## src/rtl/div_share_pkg.sv

```systemverilog
// div_share_pkg
// Shared types and constants for the divider-sharing front end.
//   state_t   : controller FSM states (IDLE / CALC / RESP)
//   req_idx_t : index of one of the two requesters
//   DIV_W     : operand / result width of the shared divider
package div_share_pkg;

    localparam int DIV_W = 8;

    typedef enum logic [1:0] {
        IDLE = 2'd0,
        CALC = 2'd1,
        RESP = 2'd2
    } state_t;

    typedef logic req_idx_t;

endpackage

```

## src/rtl/div_8bit_logic.sv

```systemverilog
// div_8bit_logic
// Purely combinational unsigned divider (restoring long division).
// Ports:
//   a : dividend (DIV_W bits)
//   b : divisor  (DIV_W bits)
//   q : quotient  (0 when b == 0)
//   r : remainder (0 when b == 0, otherwise r < b)
module div_8bit_logic
    import div_share_pkg::*;
(
    input  logic [DIV_W-1:0] a,
    input  logic [DIV_W-1:0] b,
    output logic [DIV_W-1:0] q,
    output logic [DIV_W-1:0] r
);

    // One extra bit on the partial remainder so the shifted-in value can
    // exceed the divisor range before the trial subtraction.
    logic [DIV_W:0]   rem;
    logic [DIV_W-1:0] quo;

    always_comb begin
        rem = '0;
        quo = '0;
        if (b != '0) begin
            for (int i = DIV_W - 1; i >= 0; i--) begin
                rem = {rem[DIV_W-1:0], a[i]};
                if (rem >= {1'b0, b}) begin
                    rem    = rem - {1'b0, b};
                    quo[i] = 1'b1;
                end
            end
        end
        q = quo;
        r = rem[DIV_W-1:0];
    end

endmodule

```

## src/rtl/div_share_ctrl.sv

```systemverilog
// div_share_ctrl
// Time-shares one combinational divider between two requesters.
// Round-robin arbitration in IDLE, one CALC cycle to capture the divider
// result, then the result is held on the owner's response channel until
// it is consumed.
// Ports:
//   clk, rst_n            : clock, asynchronous active-low reset
//   req_valid/req_ready   : per-requester request handshake
//   req_a0/req_b0         : requester 0 dividend / divisor
//   req_a1/req_b1         : requester 1 dividend / divisor
//   rsp_valid/rsp_ready   : per-requester response handshake
//   rsp_q/rsp_r/rsp_dbz   : shared result registers (quotient, remainder,
//                           divide-by-zero)
//   busy                  : an operation is in flight
//   ops_done              : completed response handshakes, wrapping
module div_share_ctrl
    import div_share_pkg::*;
#(
    parameter int CNT_W = 16
) (
    input  logic             clk,
    input  logic             rst_n,
    input  logic [1:0]       req_valid,
    output logic [1:0]       req_ready,
    input  logic [DIV_W-1:0] req_a0,
    input  logic [DIV_W-1:0] req_b0,
    input  logic [DIV_W-1:0] req_a1,
    input  logic [DIV_W-1:0] req_b1,
    output logic [1:0]       rsp_valid,
    input  logic [1:0]       rsp_ready,
    output logic [DIV_W-1:0] rsp_q,
    output logic [DIV_W-1:0] rsp_r,
    output logic             rsp_dbz,
    output logic             busy,
    output logic [CNT_W-1:0] ops_done
);

    state_t           state;
    state_t           state_nxt;
    req_idx_t         last_grant;
    req_idx_t         owner;
    req_idx_t         grant;
    logic [DIV_W-1:0] a_reg;
    logic [DIV_W-1:0] b_reg;
    logic [DIV_W-1:0] div_q;
    logic [DIV_W-1:0] div_r;
    logic             req_fire;
    logic             rsp_fire;

    div_8bit_logic u_div (
        .a (a_reg),
        .b (b_reg),
        .q (div_q),
        .r (div_r)
    );

    // Round-robin: under contention the requester that did not win last
    // time is granted, so a loser holding req_valid wins the next IDLE.
    always_comb begin
        grant = 1'b0;
        case (req_valid)
            2'b01:   grant = 1'b0;
            2'b10:   grant = 1'b1;
            2'b11:   grant = ~last_grant;
            default: grant = 1'b0;
        endcase
        req_fire = (state == IDLE) && req_valid[grant];
        rsp_fire = (state == RESP) && rsp_ready[owner];
    end

    // State register
    always_ff @(posedge clk or negedge rst_n) begin
        if (!rst_n) begin
            state <= IDLE;
        end else begin
            state <= state_nxt;
        end
    end

    // Next-state logic
    always_comb begin
        state_nxt = state;
        case (state)
            IDLE:    if (req_fire) state_nxt = CALC;
            CALC:    state_nxt = RESP;
            RESP:    if (rsp_fire) state_nxt = IDLE;
            default: state_nxt = IDLE;
        endcase
    end

    // Output logic. req_ready is also gated by rst_n so it drops at once
    // while reset is held, independent of the (already IDLE) state.
    always_comb begin
        req_ready = 2'b00;
        rsp_valid = 2'b00;
        if (rst_n && (state == IDLE)) begin
            req_ready[grant] = req_valid[grant];
        end
        if (state == RESP) begin
            rsp_valid[owner] = 1'b1;
        end
        busy = (state != IDLE);
    end

    // Operand capture, result capture in CALC and completion counter.
    // The result registers are only written in CALC, so they stay stable
    // for as long as the owner applies backpressure in RESP.
    always_ff @(posedge clk or negedge rst_n) begin
        if (!rst_n) begin
            a_reg      <= '0;
            b_reg      <= '0;
            owner      <= 1'b0;
            last_grant <= 1'b1;
            rsp_q      <= '0;
            rsp_r      <= '0;
            rsp_dbz    <= 1'b0;
            ops_done   <= '0;
        end else begin
            if (req_fire) begin
                a_reg      <= grant ? req_a1 : req_a0;
                b_reg      <= grant ? req_b1 : req_b0;
                owner      <= grant;
                last_grant <= grant;
            end
            if (state == CALC) begin
                rsp_q   <= div_q;
                rsp_r   <= div_r;
                rsp_dbz <= (b_reg == '0);
            end
            if (rsp_fire) begin
                ops_done <= ops_done + CNT_W'(1);
            end
        end
    end

endmodule

```

## config.mk

```make
export PLATFORM = sky130hd
export DESIGN_NAME = div_share_ctrl
export DESIGN_NICKNAME = d
export VERILOG_FILES = /design/src/rtl/div_share_pkg.sv /design/src/rtl/div_8bit_logic.sv /design/src/rtl/div_share_ctrl.sv
export SDC_FILE = /design/constraint.sdc
export NUM_CORES = 1
export LEC_CHECK = 0
export BUFFER_PORTS_ARGS = -buffer_cell sky130_fd_sc_hd__buf_2
export CAP_MARGIN = 15
export CORE_MARGIN = 2
export CORE_UTILIZATION = 30
export DETAILED_ROUTE_END_ITERATION = 10
export GPL_TIMING_DRIVEN = 0
export PLACE_DENSITY = 0.55
export SETUP_SLACK_MARGIN = 0.02
export SKIP_CTS_REPAIR_TIMING = 1
export SLEW_MARGIN = 20
export SYNTH_ARGS = -nofsm -noshare
export SYNTH_HDL_FRONTEND = slang
export SYNTH_SLANG_ARGS = --single-unit
export TNS_END_PERCENT = 1
```

## constraint.sdc

```tcl
create_clock -name clk -period 24.2 [get_ports clk]
set_clock_uncertainty 0.05 [all_clocks]
set_input_delay 7.26 -clock clk [delete_from_list [all_inputs] [get_ports clk]]
set_output_delay 7.26 -clock clk [all_outputs]
set_load 0.005 [all_outputs]
```

==> flow_summary_export.csv <==
group,metric,value,unit
status,outcome,"finished, final reports clean",
routing,drt.antenna.violating_nets,0,
grt,grt_use_total,16.3,%
grt,grt_pass1_vias,4903,
layout,top_register,"ops_done",
worst_setup_path,cpMostUsedCell,"o21ai_0",
cts,insertion_delay,300,ps
yosys,synthesis.area,5530,um2
yosys,synth_cell_type_count,75,
worst_setup_path,end_kind,"flop",
worst_setup_path,crit_type,"reg2reg",
placed_design,numPortBuffers,75,
grt,grt_pass1_wl,25800,um
yosys,ys_seq_area_share,24.0,%
yosys,ys.flop_type,"dfrtp_1",
routing,totalWireLength,15600,um
yosys,synth_top_area_cell,"dfrtp_1",
grt,antenna_found_initial,0,
worst_setup_path,cp_slowest_cell,"dfrtp_1",
yosys,synthMostInstantiatedCell,"ha_1",
min_path,hold_class,"reg2reg",
die,start_util,30.7,%
grt,grt_overflow_total,0,
routing,vias_per_cell,5.17,
worst_setup_path,cp_data_arrival_time,19210,ps
worst_setup_path,crit-reg2reg-launch,"b_reg[1]$_DFFE_PN0P_",
placed_design,hpwlAfterDp,12000,um
timing,finalHoldViolCount,0,
routing,drtPass1Iterations,5,
routing,dr_wl_met2,7200,um
layout,antennaDiodeCount,0,
yosys,yosys.area.top_type_share,23.5,%
routing,routed-wl-met3,603,um
cts,cts_htree_levels,2,
die,dieArea,19500,um2
worst_setup_path,cp_slowest_stage_delay,820,ps
cts,clockBufferDepth,2,
layout,drive_gt1_share,17.8,%
cts,numCtsBuffers,5,
yosys,synth_seq_cells,53,
timing,setup_viol,0,
timing,fin_crit,19070,ps
die,ios,76,
die,placeableCoreArea,18000,um2
worst_setup_path,required,24340,ps
worst_setup_path,worstPathMaxFanout,12,
worst_setup_path,reg2reg_slack,5130,ps
routing,via_count,4909,
run,max-cap-violations,0,
timing,fmax,0.0524,GHz
cts,cts_tree,"done",
yosys,syn_nets,742,
timing,finalMaxSlewViolations,0,
worst_setup_path,cp-startpoint,"b_reg[1]$_DFFE_PN0P_",
layout,nets,824,
die,die_x,140,um
timing,rsz0062_at_grt,"no",
yosys,ys_top_cells_by_count,"59 x ha_1, 55 x nor2_1, 52 x dfrtp_1, 46 x nand2_1",
yosys,synthArstFlopShare,100,%
min_path,hold_depth,1,
timing,fin_crit_sh,78.8,%
routing,top_layer_used,"met4",
grt,grt_max_degree,56,
cts,clock_sinks,53,
yosys,syn_area_per_cell,8.67,um2
worst_setup_path,ff2ff_path_depth,75,
timing,tightest_slew,891,ps
yosys,synth_edf_count,0,
layout,areaGrowthSynthToFinish,15.1,%
routing,drc_errors,0,
routing,met1_length,7560,um
placed_design,gp_congestion,0.895,
timing,tns,0,ps
timing,relSlewSlack,40.2,%
die,rows,49,
worst_setup_path,reg2reg_to,"rsp_r[2]$_DFFE_PN0N_",
worst_setup_path,start_kind,"flop",
yosys,netlist_instances,638,
routing,drt_iter0_drc,333,
yosys,yosys-top-cells-area,"dfrtp_1 24%, ha_1 13%, xnor2_1 4.4%, mux2i_1 4.2%, o21ai_0 3.9%",
yosys,synth_warnings,0,
layout,largest_register_ff_count,16,
cts,clockRootBuffer,"clkbuf_16",
routing,post_drt_wl_per_cell,16.4,um
die,die_y,140,um
worst_setup_path,endpoint,"rsp_r[2]$_DFFE_PN0N_",
cts,clk_pin_slew_worst_paths,70,ps
-- layout by cell type (no fill, tap or decap), types with 6 or more instances in the layout --
cell type / Yosys / layout
buf_2: 1 / 75
xor2_1: 14 / 14
inv_1: 43 / 43
xnor2_1: 28 / 28
nand2b_1: 11 / 11
ha_1: 59 / 59
nor4_1: 6 / 6
o21a_1: 8 / 8
dfrtp_1: 52 / 52
and3_1: 7 / 7
nor2_1: 55 / 55
a21boi_0: 8 / 8
o21ai_0: 43 / 43
nand2_1: 46 / 46
mux2_2: 15 / 15
mux2i_1: 23 / 23
nor3_1: 9 / 9
nand3_1: 20 / 20
a21oi_1: 39 / 39
clkbuf_1: 10 / 11
nor2b_1: 18 / 18
fa_1: 7 / 7
nand4_1: 16 / 16
-- worst min-delay path by stage --
stage	end	start
finish	ops_done[15]$_DFFE_PN0P_	ops_done[15]$_DFFE_PN0P_
global route	ops_done[15]$_DFFE_PN0P_	ops_done[15]$_DFFE_PN0P_
CTS	ops_done[15]$_DFFE_PN0P_	ops_done[15]$_DFFE_PN0P_
detailed placement	ops_done[15]$_DFFE_PN0P_	ops_done[15]$_DFFE_PN0P_
global placement	ops_done[15]$_DFFE_PN0P_	ops_done[15]$_DFFE_PN0P_
floorplan	ops_done[15]$_DFFE_PN0P_	ops_done[15]$_DFFE_PN0P_
-- logic make-up (layout without fill, tap and decap cells) --
| family | after synthesis | in the layout | share of synthesized area (%) |
|---|---|---|---|
| adder cells (fa/ha/maj) | 66 | 66 | 15.9 |
| AND/OR/NAND/NOR | 214 | 214 | 19.5 |
| AO/OA/AOI/OAI | 158 | 158 | 20.5 |
| buffers and inverters | 62 | 145 | 4.91 |
| XOR/XNOR | 42 | 42 | 6.65 |
| flip-flops | 53 | 53 | 24.0 |
| multiplexers | 43 | 43 | 8.48 |
-- stage by stage --
stage | cells | worst slack, ps | utilization (%) | hold WS, ps | area, um2
2_1_floorplan | 638 | 8380 | - | 418 | 5530
3_3_place_gp | 942 | 5300 | 34.4 | 410 | 6190
3_5_place_dp | 942 | 5410 | 34.4 | 408 | 6190
4_1_cts | 950 | 5280 | 35.3 | 425 | 6370
5_1_grt | 950 | 3220 | 35.3 | 446 | 6370
6_report | 950 | 5130 | 35.3 | 422 | 6370
-- area by class of cell --
cell class / count / area (um2)
tap: 229 / 287
buffer: 19 / 110
clock inverter: 1 / 30.0
sequential: 53 / 1330
clock buffer: 7 / 143
timing repair buffer: 75 / 378
fill: 1937 / 11700
inverter: 43 / 161
multi-input combinational: 523 / 3930
-- metal layers --
layer / vias to the layer above / global-route usage [%]
met3: 14 / 1.75
met1: 2310 / 23.2
met4: 0 / 3.16
met2: 111 / 26.9
li1: 2474 / -
met5: - / 0
-- critical path, delay by kind of cell (launching register included) --
kind                     cells  cell delay [ps]
AO/OA/AOI/OAI               38             8560
flip-flops                   1              820
AND/OR/NAND/NOR             16             4120
multiplexers                 3              890
adder cells (fa/ha/maj)      8             2490
buffers and inverters       10             2010
Power is not shown: default switching activity piles up to over one toggle a cycle in this logic, so the estimate is an artifact.
